==> config.mk <==
export PLATFORM = sky130hd
export DESIGN_NAME = instr_encode_writer
export DESIGN_NICKNAME = d
export VERILOG_FILES = /design/src/rtl/instr_encode_writer.sv
export SDC_FILE = /design/constraint.sdc
export NUM_CORES = 1
export LEC_CHECK = 0
export ABC_AREA = 1
export CORE_ASPECT_RATIO = 0.9
export CORE_MARGIN = 2
export CORE_UTILIZATION = 25
export CTS_CLUSTER_DIAMETER = 120
export DETAILED_ROUTE_END_ITERATION = 8
export DONT_BUFFER_PORTS = 1
export PLACE_DENSITY = 0.4
export SLEW_MARGIN = 30
export SYNTH_ARGS = -nofsm -noshare
export SYNTH_HDL_FRONTEND = slang
export SYNTH_SLANG_ARGS = --single-unit
==> constraint.sdc <==
create_clock -name clk_i -period 2.53 [get_ports clk_i]
set_input_delay 0.3795 -clock clk_i [delete_from_list [all_inputs] [get_ports clk_i]]
set_output_delay 0.3795 -clock clk_i [all_outputs]
set_load 0.05 [all_outputs]
==> src/rtl/instr_encode_writer.sv <==
// Packs RV32I instruction fields into a 32-bit word and writes it to instruction memory
// at a self-incrementing word address, flagging out-of-range immediates and illegal formats.
module instr_encode_writer #(
   parameter int unsigned       ADDR_W    = 8,
   parameter logic [ADDR_W-1:0] BASE_ADDR = '0
) (
   input  logic              clk_i,
   input  logic              rst_i,
   input  logic              clear_i,
   input  logic              in_valid_i,
   output logic              in_ready_o,
   input  logic [2:0]        in_fmt_i,
   input  logic [6:0]        in_opcode_i,
   input  logic [4:0]        in_rd_i,
   input  logic [4:0]        in_rs1_i,
   input  logic [4:0]        in_rs2_i,
   input  logic [2:0]        in_funct3_i,
   input  logic [6:0]        in_funct7_i,
   input  logic [31:0]       in_imm_i,
   output logic              mem_we_o,
   output logic [ADDR_W-1:0] mem_addr_o,
   output logic [31:0]       mem_wdata_o,
   input  logic              mem_ack_i,
   output logic [ADDR_W:0]   count_o,
   output logic              err_range_o,
   output logic              err_fmt_o
);

   localparam logic [0:0] StIdle  = 1'b0;
   localparam logic [0:0] StWrite = 1'b1;

   localparam logic [2:0] FmtR = 3'd0;
   localparam logic [2:0] FmtI = 3'd1;
   localparam logic [2:0] FmtS = 3'd2;
   localparam logic [2:0] FmtB = 3'd3;
   localparam logic [2:0] FmtU = 3'd4;
   localparam logic [2:0] FmtJ = 3'd5;

   logic [0:0]        state_q, state_d;
   logic [ADDR_W-1:0] addr_q, addr_d;
   logic [31:0]       wdata_q, wdata_d;
   logic [ADDR_W:0]   count_q, count_d;
   logic              err_range_q, err_range_d;
   logic              err_fmt_q, err_fmt_d;

   logic [31:0] enc;
   logic        fmt_ok;
   logic        range_ok;
   logic [31:0] imm;

   assign imm = in_imm_i;

   // Range checks are done as "upper bits are a pure sign extension" tests.
   always_comb begin
      enc      = '0;
      fmt_ok   = 1'b1;
      range_ok = 1'b1;
      case (in_fmt_i)
         FmtR: enc = {in_funct7_i, in_rs2_i, in_rs1_i, in_funct3_i, in_rd_i, in_opcode_i};
         FmtI: begin
            enc      = {imm[11:0], in_rs1_i, in_funct3_i, in_rd_i, in_opcode_i};
            range_ok = (imm[31:11] == {21{imm[31]}});
         end
         FmtS: begin
            enc      = {imm[11:5], in_rs2_i, in_rs1_i, in_funct3_i, imm[4:0], in_opcode_i};
            range_ok = (imm[31:11] == {21{imm[31]}});
         end
         FmtB: begin
            enc      = {imm[12], imm[10:5], in_rs2_i, in_rs1_i, in_funct3_i, imm[4:1], imm[11],
                        in_opcode_i};
            range_ok = (imm[31:12] == {20{imm[31]}}) && !imm[0];
         end
         FmtU: begin
            enc      = {imm[31:12], in_rd_i, in_opcode_i};
            range_ok = (imm[11:0] == 12'd0);
         end
         FmtJ: begin
            enc      = {imm[20], imm[10:1], imm[11], imm[19:12], in_rd_i, in_opcode_i};
            range_ok = (imm[31:20] == {12{imm[31]}}) && !imm[0];
         end
         default: fmt_ok = 1'b0;
      endcase
   end

   assign in_ready_o = (state_q == StIdle) && !clear_i;

   always_comb begin
      state_d     = state_q;
      addr_d      = addr_q;
      wdata_d     = wdata_q;
      count_d     = count_q;
      err_range_d = err_range_q;
      err_fmt_d   = err_fmt_q;
      case (state_q)
         StIdle: begin
            if (clear_i) begin
               addr_d      = BASE_ADDR;
               count_d     = '0;
               err_range_d = 1'b0;
               err_fmt_d   = 1'b0;
            end else if (in_valid_i) begin
               if (!fmt_ok) begin
                  err_fmt_d = 1'b1;
               end else if (!range_ok) begin
                  err_range_d = 1'b1;
               end else begin
                  wdata_d = enc;
                  state_d = StWrite;
               end
            end
         end
         default: begin
            if (mem_ack_i) begin
               addr_d  = addr_q + 1'b1;
               count_d = (count_q == '1) ? count_q : count_q + (ADDR_W + 1)'(1);
               state_d = StIdle;
            end
         end
      endcase
   end

   always_ff @(posedge clk_i or posedge rst_i) begin
      if (rst_i) begin
         state_q     <= StIdle;
         addr_q      <= BASE_ADDR;
         wdata_q     <= '0;
         count_q     <= '0;
         err_range_q <= 1'b0;
         err_fmt_q   <= 1'b0;
      end else begin
         state_q     <= state_d;
         addr_q      <= addr_d;
         wdata_q     <= wdata_d;
         count_q     <= count_d;
         err_range_q <= err_range_d;
         err_fmt_q   <= err_fmt_d;
      end
   end

   assign mem_we_o    = (state_q == StWrite);
   assign mem_addr_o  = addr_q;
   assign mem_wdata_o = wdata_q;
   assign count_o     = count_q;
   assign err_range_o = err_range_q;
   assign err_fmt_o   = err_fmt_q;

endmodule

# Yosys cells after proc, flatten, opt, wreduce, memory -nomap -nowiden
# Index checks and enable logic that the tools add are counted.
[word_totals]
register_bits = 52
input_bits = 72
wordCells = 63
[classes]
n_addsub = 2
n_eq_ne = 13
n_mux = 23
bitwise = 2
reduce_logical = 17
[ops]
columns = ["operator", "count"]
rows = [
  ["case mux 32 bit (6 select lines)", 1],
  ["two-way mux 9 bit", 4],
  ["two-way mux 8 bit", 3],
  ["== test 20 bit", 1],
  ["== test 19 bit", 1],
  ["two-way mux 1 bit", 14],
  ["zero test 12 bit", 1],
  ["== test 11 bit", 1],
  ["adder 9 x 1 -> 9 bit, second input constant", 1],
  ["== test 9 bit, second input constant", 1],
  ["adder 8 x 1 -> 8 bit, second input constant", 1],
  ["inequality test 2 bit, second input constant", 4],
  ["== test 3 x 2 -> 1 bit, second input constant", 2],
  ["== test 3 bit, second input constant", 2],
  ["AND reduction 3 bit", 2],
  ["nonzero test 2 bit", 3],
  ["OR reduction 6 bit", 1],
  ["AND reduction 5 bit", 1],
  ["case mux 1 bit (4 select lines)", 1],
  ["AND reduction 4 bit", 1],
  ["== test 3 x 1 -> 1 bit, second input constant", 1],
  ["logical AND 1 bit", 3],
  ["zero test 3 bit", 1],
  ["zero test 1 bit", 2],
  ["3 further kinds", 4],
]

# Logic depth before layout (Yosys ltp)
# Gate-level depths: netlist (run 1).
[depth]
ltp_word = 8
mapped_depth = 13
mapped_depth_nobuf = 12

# Worst setup path before layout (run 1)
# No wires, ideal clock.
[synth_timing]
path_type = "flip-flop to flip-flop"
startpoint = "register state_q (netlist: mem_we_o)"
endpoint = "register wdata_q[10] (netlist: mem_wdata_o[10])"
setup_time_ns = 0.119
t_arrival_ns = 2.289
required_ns = 2.411
slack_ns = 0.122
stages_incl_launch_ff = 9
synth_period_minus_slack_ns = 2.408
path_cell_list = "dfrtp_1 > buf_2 > nor2_1 > and3_1 > clkbuf_1 > nand2_4 > buf_6 > nand2_1 > nand2_1"
[synth_between]
elab_chain_len = 2
[synth_lines]
columns = ["item", "line", "rtl"]
rows = [
  ["from (decl)", "39", "logic [0:0] state_q, state_d;"],
  ["from (signal assigned)", "124", "state_q <= StIdle;"],
  ["from (signal assigned)", "131", "state_q <= state_d;"],
  ["NOT 1 bit (no source line)", "n/a", ""],
  ["AND reduction 5 bit (no source line)", "n/a", ""],
  ["to (signal assigned)", "133", "wdata_q <= wdata_d;"],
  ["to (decl)", "41", "logic [31:0] wdata_q, wdata_d;"],
]
# Every way passes these cells.
# A chain may end at the register's enable or synchronous reset.

# Worst setup path after layout (run 1)
[layout_timing]
startpoint = "register count_q[0] (netlist: count_o[0])"
endpoint = "register count_q[6] (netlist: count_o[6])"
[layout_between]
elab_chain_len = 4
elab_cells_between_ends = 7
[layout_lines]
columns = ["item", "line", "rtl"]
rows = [
  ["from (decl)", "42", "logic [ADDR_W:0] count_q, count_d;"],
  ["from (signal assigned)", "134", "count_q <= count_d;"],
  ["adder 9 x 1 -> 9 bit", "115", "count_d = (count_q == '1) ? count_q : count_q + (ADDR_W + 1)'(1);"],
  ["two-way mux 9 bit", "115", ""],
  ["two-way mux 9 bit", "113", "if (mem_ack_i) begin"],
  ["two-way mux 9 bit", "94", "case (state_q)"],
]
# Parallel ways exist; a longest one is shown, timed or not. The select of a mux whose other input is x is not followed.

==> results of run 1 <==
kinds of logic after synthesis:
kind of cell / Yosys count / synth area share (%)
AND/OR/NAND/NOR: 277 / 38.4
buffers and inverters: 53 / 8.00
flip-flops: 52 / 42.5
XOR/XNOR: 1 / 0.286
adder cells (fa/ha/maj): 3 / 1.23
AO/OA/AOI/OAI: 50 / 9.60
per-layer routing:
metal,vias to the layer above,global-route usage (%),share of wire (%)
li1,1432,-,-
met1,1321,19.9,45
met2,132,24.3,44
met3,6,4.97,10
met4,0,3.82,0.91
met5,-,0,0
flip-flops by register name (all words and copies together) (netlist names):
signal / cells
mem_wdata_o: 32
mem_addr_o: 8
mem_we_o: 1
err_fmt_o: 1
count_o: 9
err_range_o: 1
layout by cell type (no fill, tap or decap), drive strengths merged:
cell         instances
nand2              159
nand3               57
dfrtp               52
nor2                47
inv                 38
a21oi               22
buf                 17
o21ai               15
nor3                 9
o211ai               7
clkbuf               6
ha                   3
clkinv               3
a22o                 2
and3                 2
nand4                2
a21o                 1
xor2                 1
o2111ai              1
nor4                 1
o221ai               1
o22ai                1
dlygate4sd3          1
metrics by stage:
| step | setup slack [ns] | cell area [µm²] | instances | power [W] |
|---|---|---|---|---|
| 3_3_place_gp | 0.616 | 3290 | 599 | 0.00200 |
| 3_5_place_dp | 0.571 | 3290 | 599 | 0.00201 |
| 2_1_floorplan | 0.122 | 3060 | 436 | 0.00186 |
| 4_1_cts | 0.552 | 3460 | 608 | 0.00274 |
| 5_1_grt | 0.296 | 3460 | 608 | 0.00285 |
| 6_report | 0.564 | 3460 | 608 | 0.00270 |
final cells by class:
| cell class | count | share of cell area [%] |
|---|---|---|
| clock buffer | 6 | 4.02 |
| clock inverter | 2 | 0.398 |
| inverter | 39 | 4.24 |
| multi-input combinational | 331 | 43.9 |
| sequential | 52 | 37.7 |
| tap | 160 | 5.79 |
| timing repair buffer | 18 | 3.98 |
where the power goes:
part	internal, W	switching (W)	leakage, nW
combinational	0.000131	0.000266	1.01
clock	0.000397	0.000323	0.0772
sequential	0.000965	0.000616	0.684
total	0.00149	0.00121	1.77
worst max-delay path, stage by stage, from the launching register on:
cell	delay, ns
dfrtp_1	0.38
ha_1	0.21
nand2_1	0.09
nor3_1	0.06
ha_1	0.17
nor2_1	0.23
nor2_1	0.17
nor2_1	0.23
nand3_1	0.12
xor2_1	0.14
nor2_1	0.05
timing repair:
item,4_1_cts,5_1_grt
setup endpoints to repair,0,0
endpoints found under the hold margin,16,0
hold buffers,1,0
final timing paths:
| check | start | end | slack [ns] |
|---|---|---|---|
| worst max-delay path | count_o[0]$_DFFE_PP0P_ | count_o[6]$_DFFE_PP0P_ | 0.56 |
| worst min-delay path | mem_ack_i | mem_we_o$_DFF_PP0_ | 0.17 |
| worst max register to register | count_o[0]$_DFFE_PP0P_ | count_o[6]$_DFFE_PP0P_ | 0.56 |
| worst min register to register | count_o[3]$_DFFE_PP0P_ | count_o[4]$_DFFE_PP0P_ | 0.61 |
| max in group asynchronous | rst_i | mem_wdata_o[16]$_DFFE_PP0P_ | 1.40 |
| min in group asynchronous | rst_i | count_o[8]$_DFFE_PP0P_ | 0.53 |
==> flow_summary.ini, run 1 <==
[route]
drt_pass1_iterations = 4
vias = 2891
drt_iter0_markers = 150
wirelength_mm = 9.94
antenna_left = 0
drc = 0
via_per_inst = 4.75
post_drt_wl_per_cell_um = 16.3

[floorplanning]
die_area_mm2 = 0.0132
start_util_pct = 25.5
core_mm2 = 0.0120
die_h_um = 109
die_w_um = 121
num_rows = 38
pin_count = 125

[synthesis]
yosysSeqAreaShare_pct = 42.5
ys.flop_type = dfrtp_1
synth.avg_cell_area_um2 = 7.03
synth_cell_types = 32
synth-seq-cells = 52
synth_top_area_share_pct = 42.5
synth_cells = 436
synth_commonest_cells = nand2_1, nand3_1, dfrtp_1
synthArstFlopShare_pct = 100
yosys_warnings = 0
mappedNetlistNets = 511
synth_edf_count = 0
yosysTopAreaCell = dfrtp_1
synth.most_common_cell = nand2_1
synth_area_mm2 = 0.00306
ys_top_cells_by_area = dfrtp_1, nand2_1, nand3_1

[cells_and_area]
finalNetCount = 522
num-fill-cells = 1322
syn_to_final_growth_pct = 12.8
layout-drive-gt1-share_pct = 9.15
antenna_cells = 0
final_core_util_pct = 28.7
seqCellArea_mm2 = 0.00130
multi_input_area_mm2 = 0.00152

[global_route]
grt_usage_pct = 15.2
grt_pass1_wl_mm = 15.6
grt_pass1_vias = 2895
grt_max_degree = 34
grt_overflow_total = 0
antenna_found_initial = 0

[timing]
setup-tns-final_ns = 0
post-route-period-util_pct = 77.7
holdWs_ns = 0.173
finalHoldViolCount = 0
tightest_slew_ns = 0.614
slew_headroom_pct = 59.0
finalClockSkew_ns = 0.00470
period_needed_ns = 1.97
setup_viol = 0
rsz0062_at_grt = false
slew_viol_final = 0
max_freq_ghz = 0.509

[power_and_ir_drop]
p_leak_nw = 1.77
power_density_mw_per_mm2 = 781
ir_drop_mv = 0.319

[placed_design]
hpwl_mm = 7.83
place_congestion = 0.846
port-buffer-count = 0

[clock_tree]
clock_path_buffers = 2
clk_latency_ns = 0.29
cts_setup_buffers = 0
post_cts_resize_count = 0
h-tree-depth = 2
cts_sinks = 52
cts.clk_slew.worst_paths_ns = 0.07
cts_tree = yes
cts_buffers = 5
clock-root-buffer = clkbuf_16

[worst_setup_path]
cp-start-kind = flop
cp-end-kind = flop
crit_fanout = 6
critPathArrivalTime_ns = 2.14
path_class = reg2reg
reg2reg_depth = 10
worstPathRequired_ns = 2.70

[flow_run]
drv_cap = 0

[worst_hold_path]
hold_class = in2reg
holdPathStages = 1

[run_status]
status = complete, no violations
Power figures use the tool's default switching activity.
==> run 2: changes to the inputs <==
==> constraint.sdc (replaced) <==
create_clock -name clk_i -period 1.9 [get_ports clk_i]
set_input_delay 0.285 -clock clk_i [delete_from_list [all_inputs] [get_ports clk_i]]
set_output_delay 0.285 -clock clk_i [all_outputs]
set_load 0.05 [all_outputs]
==> flow_summary.ini, run 2 (same netlist as run 1, synthesis figures left out) <==
[worst_hold_path]
holdPathStages = 1
worstHoldStart = mem_ack_i
hold_class = in2reg
hold_end = mem_we_o$_DFF_PP0_

[flow_run]
drv_cap = 0

[worst_setup_path]
cp-end-kind = flop
critPathArrivalTime_ns = 1.97
cp-start-kind = flop
crit_fanout = 6
worst_r2r_endpoint = count_o[7]$_DFFE_PP0P_
path_class = reg2reg
reg2reg_from = count_o[0]$_DFFE_PP0P_
reg2reg_depth = 11
crit_start = count_o[0]$_DFFE_PP0P_
reg2reg_slack_ns = 0.15
worstPathRequired_ns = 2.11

[clock_tree]
cts.clk_slew.worst_paths_ns = 0.07
clock_path_buffers = 2
cts_sinks = 52
cts_tree = yes
clk_latency_ns = 0.29
h-tree-depth = 2
cts_setup_buffers = 0
cts_buffers = 5
clock-root-buffer = clkbuf_16

[power_and_ir_drop]
p_leak_nw = 1.79
total_power_w = 0.00356
power_density_mw_per_mm2 = 999
ir_drop_mv = 0.298

[global_route]
grt_overflow_total = 0
grt_pass1_wl_mm = 15.8
grt_max_degree = 38
grt_pass1_vias = 2802
antenna_found_initial = 0
grt_usage_pct = 15.6

[floorplanning]
die_h_um = 109
die_w_um = 121
die_area_mm2 = 0.0132
start_util_pct = 25.5
core_mm2 = 0.0120
pin_count = 125
num_rows = 38

[timing]
finalHoldViolCount = 0
slew_headroom_pct = 64.0
post-route-period-util_pct = 92.3
holdWs_ns = 0.0827
setup_viol = 0
max_freq_ghz = 0.570
finalClockSkew_ns = 0.00445
slew_viol_final = 0
rsz0062_at_grt = false
tightest_slew_ns = 0.540
period_needed_ns = 1.75
setup-tns-final_ns = 0

[placed_design]
placed_area_mm2 = 0.00341
place_congestion = 0.822
hpwl_mm = 7.84
port-buffer-count = 0

[route]
drt_iter0_markers = 202
vias = 2875
post_drt_wl_per_cell_um = 16.2
antenna_left = 0
wirelength_mm = 9.97
drc = 0
drt_pass1_iterations = 4
via_per_inst = 4.67

[cells_and_area]
antenna_cells = 0
syn_to_final_growth_pct = 16.4
layout_commonest_cell = nand2_1
largest_reg_flops = 32
final_cell_mix = nand2_1, nand3_1, dfrtp_1
layout-drive-gt1-share_pct = 13.2
design_area_mm2 = 0.00357
finalNetCount = 529

[run_status]
status = complete, no violations
## run 2: worst max path at each step
stage          slack (ns)                     end  cells after the start
2_1_floorplan        0.04  count_o[7]$_DFFE_PP0P_                     11
5_1_grt              0.02  count_o[7]$_DFFE_PP0P_                     11
6_report             0.15  count_o[7]$_DFFE_PP0P_                     11
4_1_cts              0.12  count_o[7]$_DFFE_PP0P_                     11
3_3_place_gp         0.18  count_o[7]$_DFFE_PP0P_                     11
3_5_place_dp         0.13  count_o[7]$_DFFE_PP0P_                     11
## run 2: timing repair
item                       4_1_cts  5_1_grt
hold endpoints to repair        15        0
resized for setup                0        1
setup endpoints to repair        0        1
hold buffers                     1        0
## run 2: through the flow
step                util (%)  instances  worst slack (ns)
floorplan                  -        436            0.0381
global placement        28.4        606             0.184
detailed placement      28.4        606             0.133
CTS                     29.6        615             0.121
global route            29.6        615            0.0155
finish                  29.6        615             0.146
## run 2: power breakdown
part,internal (W),switching (W),total (W)
Clock,0.000488,0.000418,0.000906
Sequential,0.00129,0.000770,0.00206
Combinational,0.000198,0.000399,0.000596
## run 2: layer usage
metal  wire length [µm]  up-vias  track usage, %
met5                  0        -               0
met4                122        0            4.07
met3               1010       10            6.54
met2               4350      101            23.8
met1               4480     1308            20.5
li1                   -     1456               -
## run 2: worst max-delay path, cell delays in order (launching register included)
cell and delay (ns):
dfrtp_2 0.40, ha_2 0.18, nand2_1 0.12, nor3_2 0.06, ha_2 0.18, nor2_4 0.16, nor2_4 0.08, nor2_2 0.12
nand2_1 0.09, nor2_2 0.11, a21oi_1 0.07, nor3_1 0.12
## run 2: cell type report
cell class / instances / area (µm²)
fillers: 1357 / 8460
well taps: 160 / 200
clock buffers: 6 / 129
clock inverters: 2 / 12.5
flip-flops and latches: 52 / 1310
repair buffers: 25 / 215
multi-input cells: 331 / 1560
inverters: 39 / 146
==> RTL edit (flow settings as in run 2) <==
Reset style: synchronous (`rst_i`), changed in one clocked block.
--- a/src/rtl/instr_encode_writer.sv
+++ b/src/rtl/instr_encode_writer.sv
@@ -120,5 +120,5 @@
    end
 
-   always_ff @(posedge clk_i or posedge rst_i) begin
+   always_ff @(posedge clk_i) begin
       if (rst_i) begin
          state_q     <= StIdle;
Behaviour: differs if rst_i is asserted again (counterexample within 4 cycles, from zero or initial values and one cycle with rst_i high); with rst_i held inactive, the same outputs for 4 cycles.
==> RTL edit against run 2 <==
  * First-iteration DRC count down 15%
  * Setup slack lost 0.071 ns
  * Critical path depth increased by 2
  * Clock skew decreased by 0.00093 ns
  * Utilization is 0.78 points higher
  * Maximum frequency decreased by 3.9%
  * Largest power group unchanged
  * Sequential cell count is the same
  * Area after synthesis barely moved
  * Synthesized cell count up 7.1%
  * Total power decreased by 28%
  * Final area increased by 2.6%
  * Wire length grew 5.7%
==> RTL edit: results (changes against run 2) <==
hpwlAfterDp_mm: 8.13  # +3.7%
cp-startpoint: "count_o[0]$_SDFFE_PP0P_"
slowest_stage: "dfxtp_4"
critical_path_arrival_ns: 2.01  # +0.04 ns
min_from: "rst_i"
largest_reg_flops: 32  # unchanged
via_per_inst: 4.65  # -0.64%
grtUsageMet2: 0.238  # unchanged
drive_gt1_frac: 0.172  # +0.0403
io_buffers: 0  # unchanged
cts_buffers: 5  # unchanged
grt.met1_usage: 0.202  # -0.00288
fin_nets: 562  # +6.2%
ys_async_sr_fraction: 0  # -1.00
drtIter0Drc: 171  # -15%
clkLatencyLatePin_ns: 0.30
n_antenna_cell: 0  # unchanged
yosysUniqueCellTypes: 37  # +16%
avgRoutedWirePerCell_um: 16.3  # +0.28%
grt_pass1_vias: 2753  # -1.7%
grt_pass1_wl_mm: 15.7  # -1.2%
path_max_fanout: 4  # -2
hp-class: "input pin to register"
outcome: "finished clean"
fill_cells: 1314  # -3.2%
clock_skew_ns: 0.00352  # -0.000935 ns
clockBufferDepth: 2  # unchanged
place_inst: 636  # +5.0%
synthTopCellsByCount: "nand2_1, nor2_1, dfxtp_1"
gp_congestion: 0.789  # -4.0%
vias: 3010  # +4.7%
power.leakage_uw: 0.00160  # -11%
ys_warn_count: 0  # unchanged
drt_pass1_iterations: 5  # +1
syn_nets: 542  # +6.1%
cts.clk_slew.worst_paths_ns: 0.07  # about the same
cts-root-buf: "clkbuf_16"
met3_usage: 0.0654  # unchanged
synth-seq-area-share: 0.340  # -0.0851
vdd_drop_max_uv: 314  # +5.3%
grtUsageTotal: 0.156  # about the same
grt_max_degree: 58  # +53%
worstMarginPinSlew_ns: 0.561  # +0.0205 ns
synth.area.top_cells: "dfxtp_1, nand2_1, nor2_1"
htree_levels: 2  # unchanged
synth.avg_cell_area_um2: 6.56  # -6.6%
antenna_found_initial: 0  # unchanged
slowest_delay_ns: 0.36  # -0.04 ns
==> RTL edit: cell types whose count changed in the layout (fill, tap and decap cells not counted), moves of 6 or more <==
cell,change
buf_4,+7
dfrtp_1,-47
nand3_1,-25
a21oi_2,+9
nand3b_1,+12
o211ai_1,-6
inv_1,+15
a21oi_1,+18
a221oi_1,+7
nor2_1,+42
nand2_1,-64
dfxtp_1,+45
==> RTL edit: final cells by class <==
type / count / area share
Tap cell: 160 / 0.0547
Sequential cell: 52 / 0.288
Multi-Input combinational cell: 345 / 0.490
Clock buffer: 7 / 0.0390
Clock inverter: 1 / 0.00205
Timing Repair Buffer: 32 / 0.0735
Inverter: 51 / 0.0523
==> RTL edit: worst max-delay path, delay by kind of cell, from the launching register on <==
| family | cells | cell delay (ns) |
|---|---|---|
| XOR/XNOR | 1 | 0.15 |
| AND/OR/NAND/NOR | 9 | 0.75 |
| adder cells (fa/ha/maj) | 2 | 0.35 |
| buffers and inverters | 1 | 0.12 |
| flip-flops | 1 | 0.36 |
==> RTL edit: metal layers <==
layer | vias up | wire, um
met5 | - | 0
met4 | 0 | 123
met3 | 7 | 1020
met2 | 87 | 4790
met1 | 1350 | 4600
li1 | 1566 | -
==> RTL edit: path summary, 6_finish.rpt <==
check,end,slack (ns),cells past startpoint
hold / removal,count_o[1]$_SDFFE_PP0P_,0.04,1
setup reg to reg,count_o[4]$_SDFFE_PP0P_,0.07,13
hold reg to reg,count_o[7]$_SDFFE_PP0P_,0.56,2
setup / recovery,count_o[4]$_SDFFE_PP0P_,0.07,13
==> RTL edit: cell families after synthesis <==
family          count (synthesis)  synth area share
simple gates                  255             0.367
compound gates                 86             0.171
xor+xnor                        1           0.00286
flops                          52             0.340
fa+ha+maj                       3            0.0122
buf+inv                        70             0.108
==> RTL edit: metrics by stage <==
step	instance area, um2	setup slack [ns]	total power (uW)
2_1_floorplan	3120	-0.0153	1550
3_3_place_gp	3420	0.0879	1620
3_5_place_dp	3420	0.0239	1630
4_1_cts	3570	0.0126	2600
5_1_grt	3660	-0.0316	2690
6_report	3660	0.0750	2570
==> RTL edit: power by group <==
group          total (uW)  internal (uW)  switching, uW
clock                 962            527            435
combinational         361            130            230
sequential           1240           1120            126
==> RTL edit: repair_timing <==
| action | CTS | global route |
|---|---|---|
| endpoints found under the setup margin | 0 | 4 |
| resized for setup | 0 | 15 |
| hold buffers | 0 | 0 |
| setup buffers | 0 | 4 |
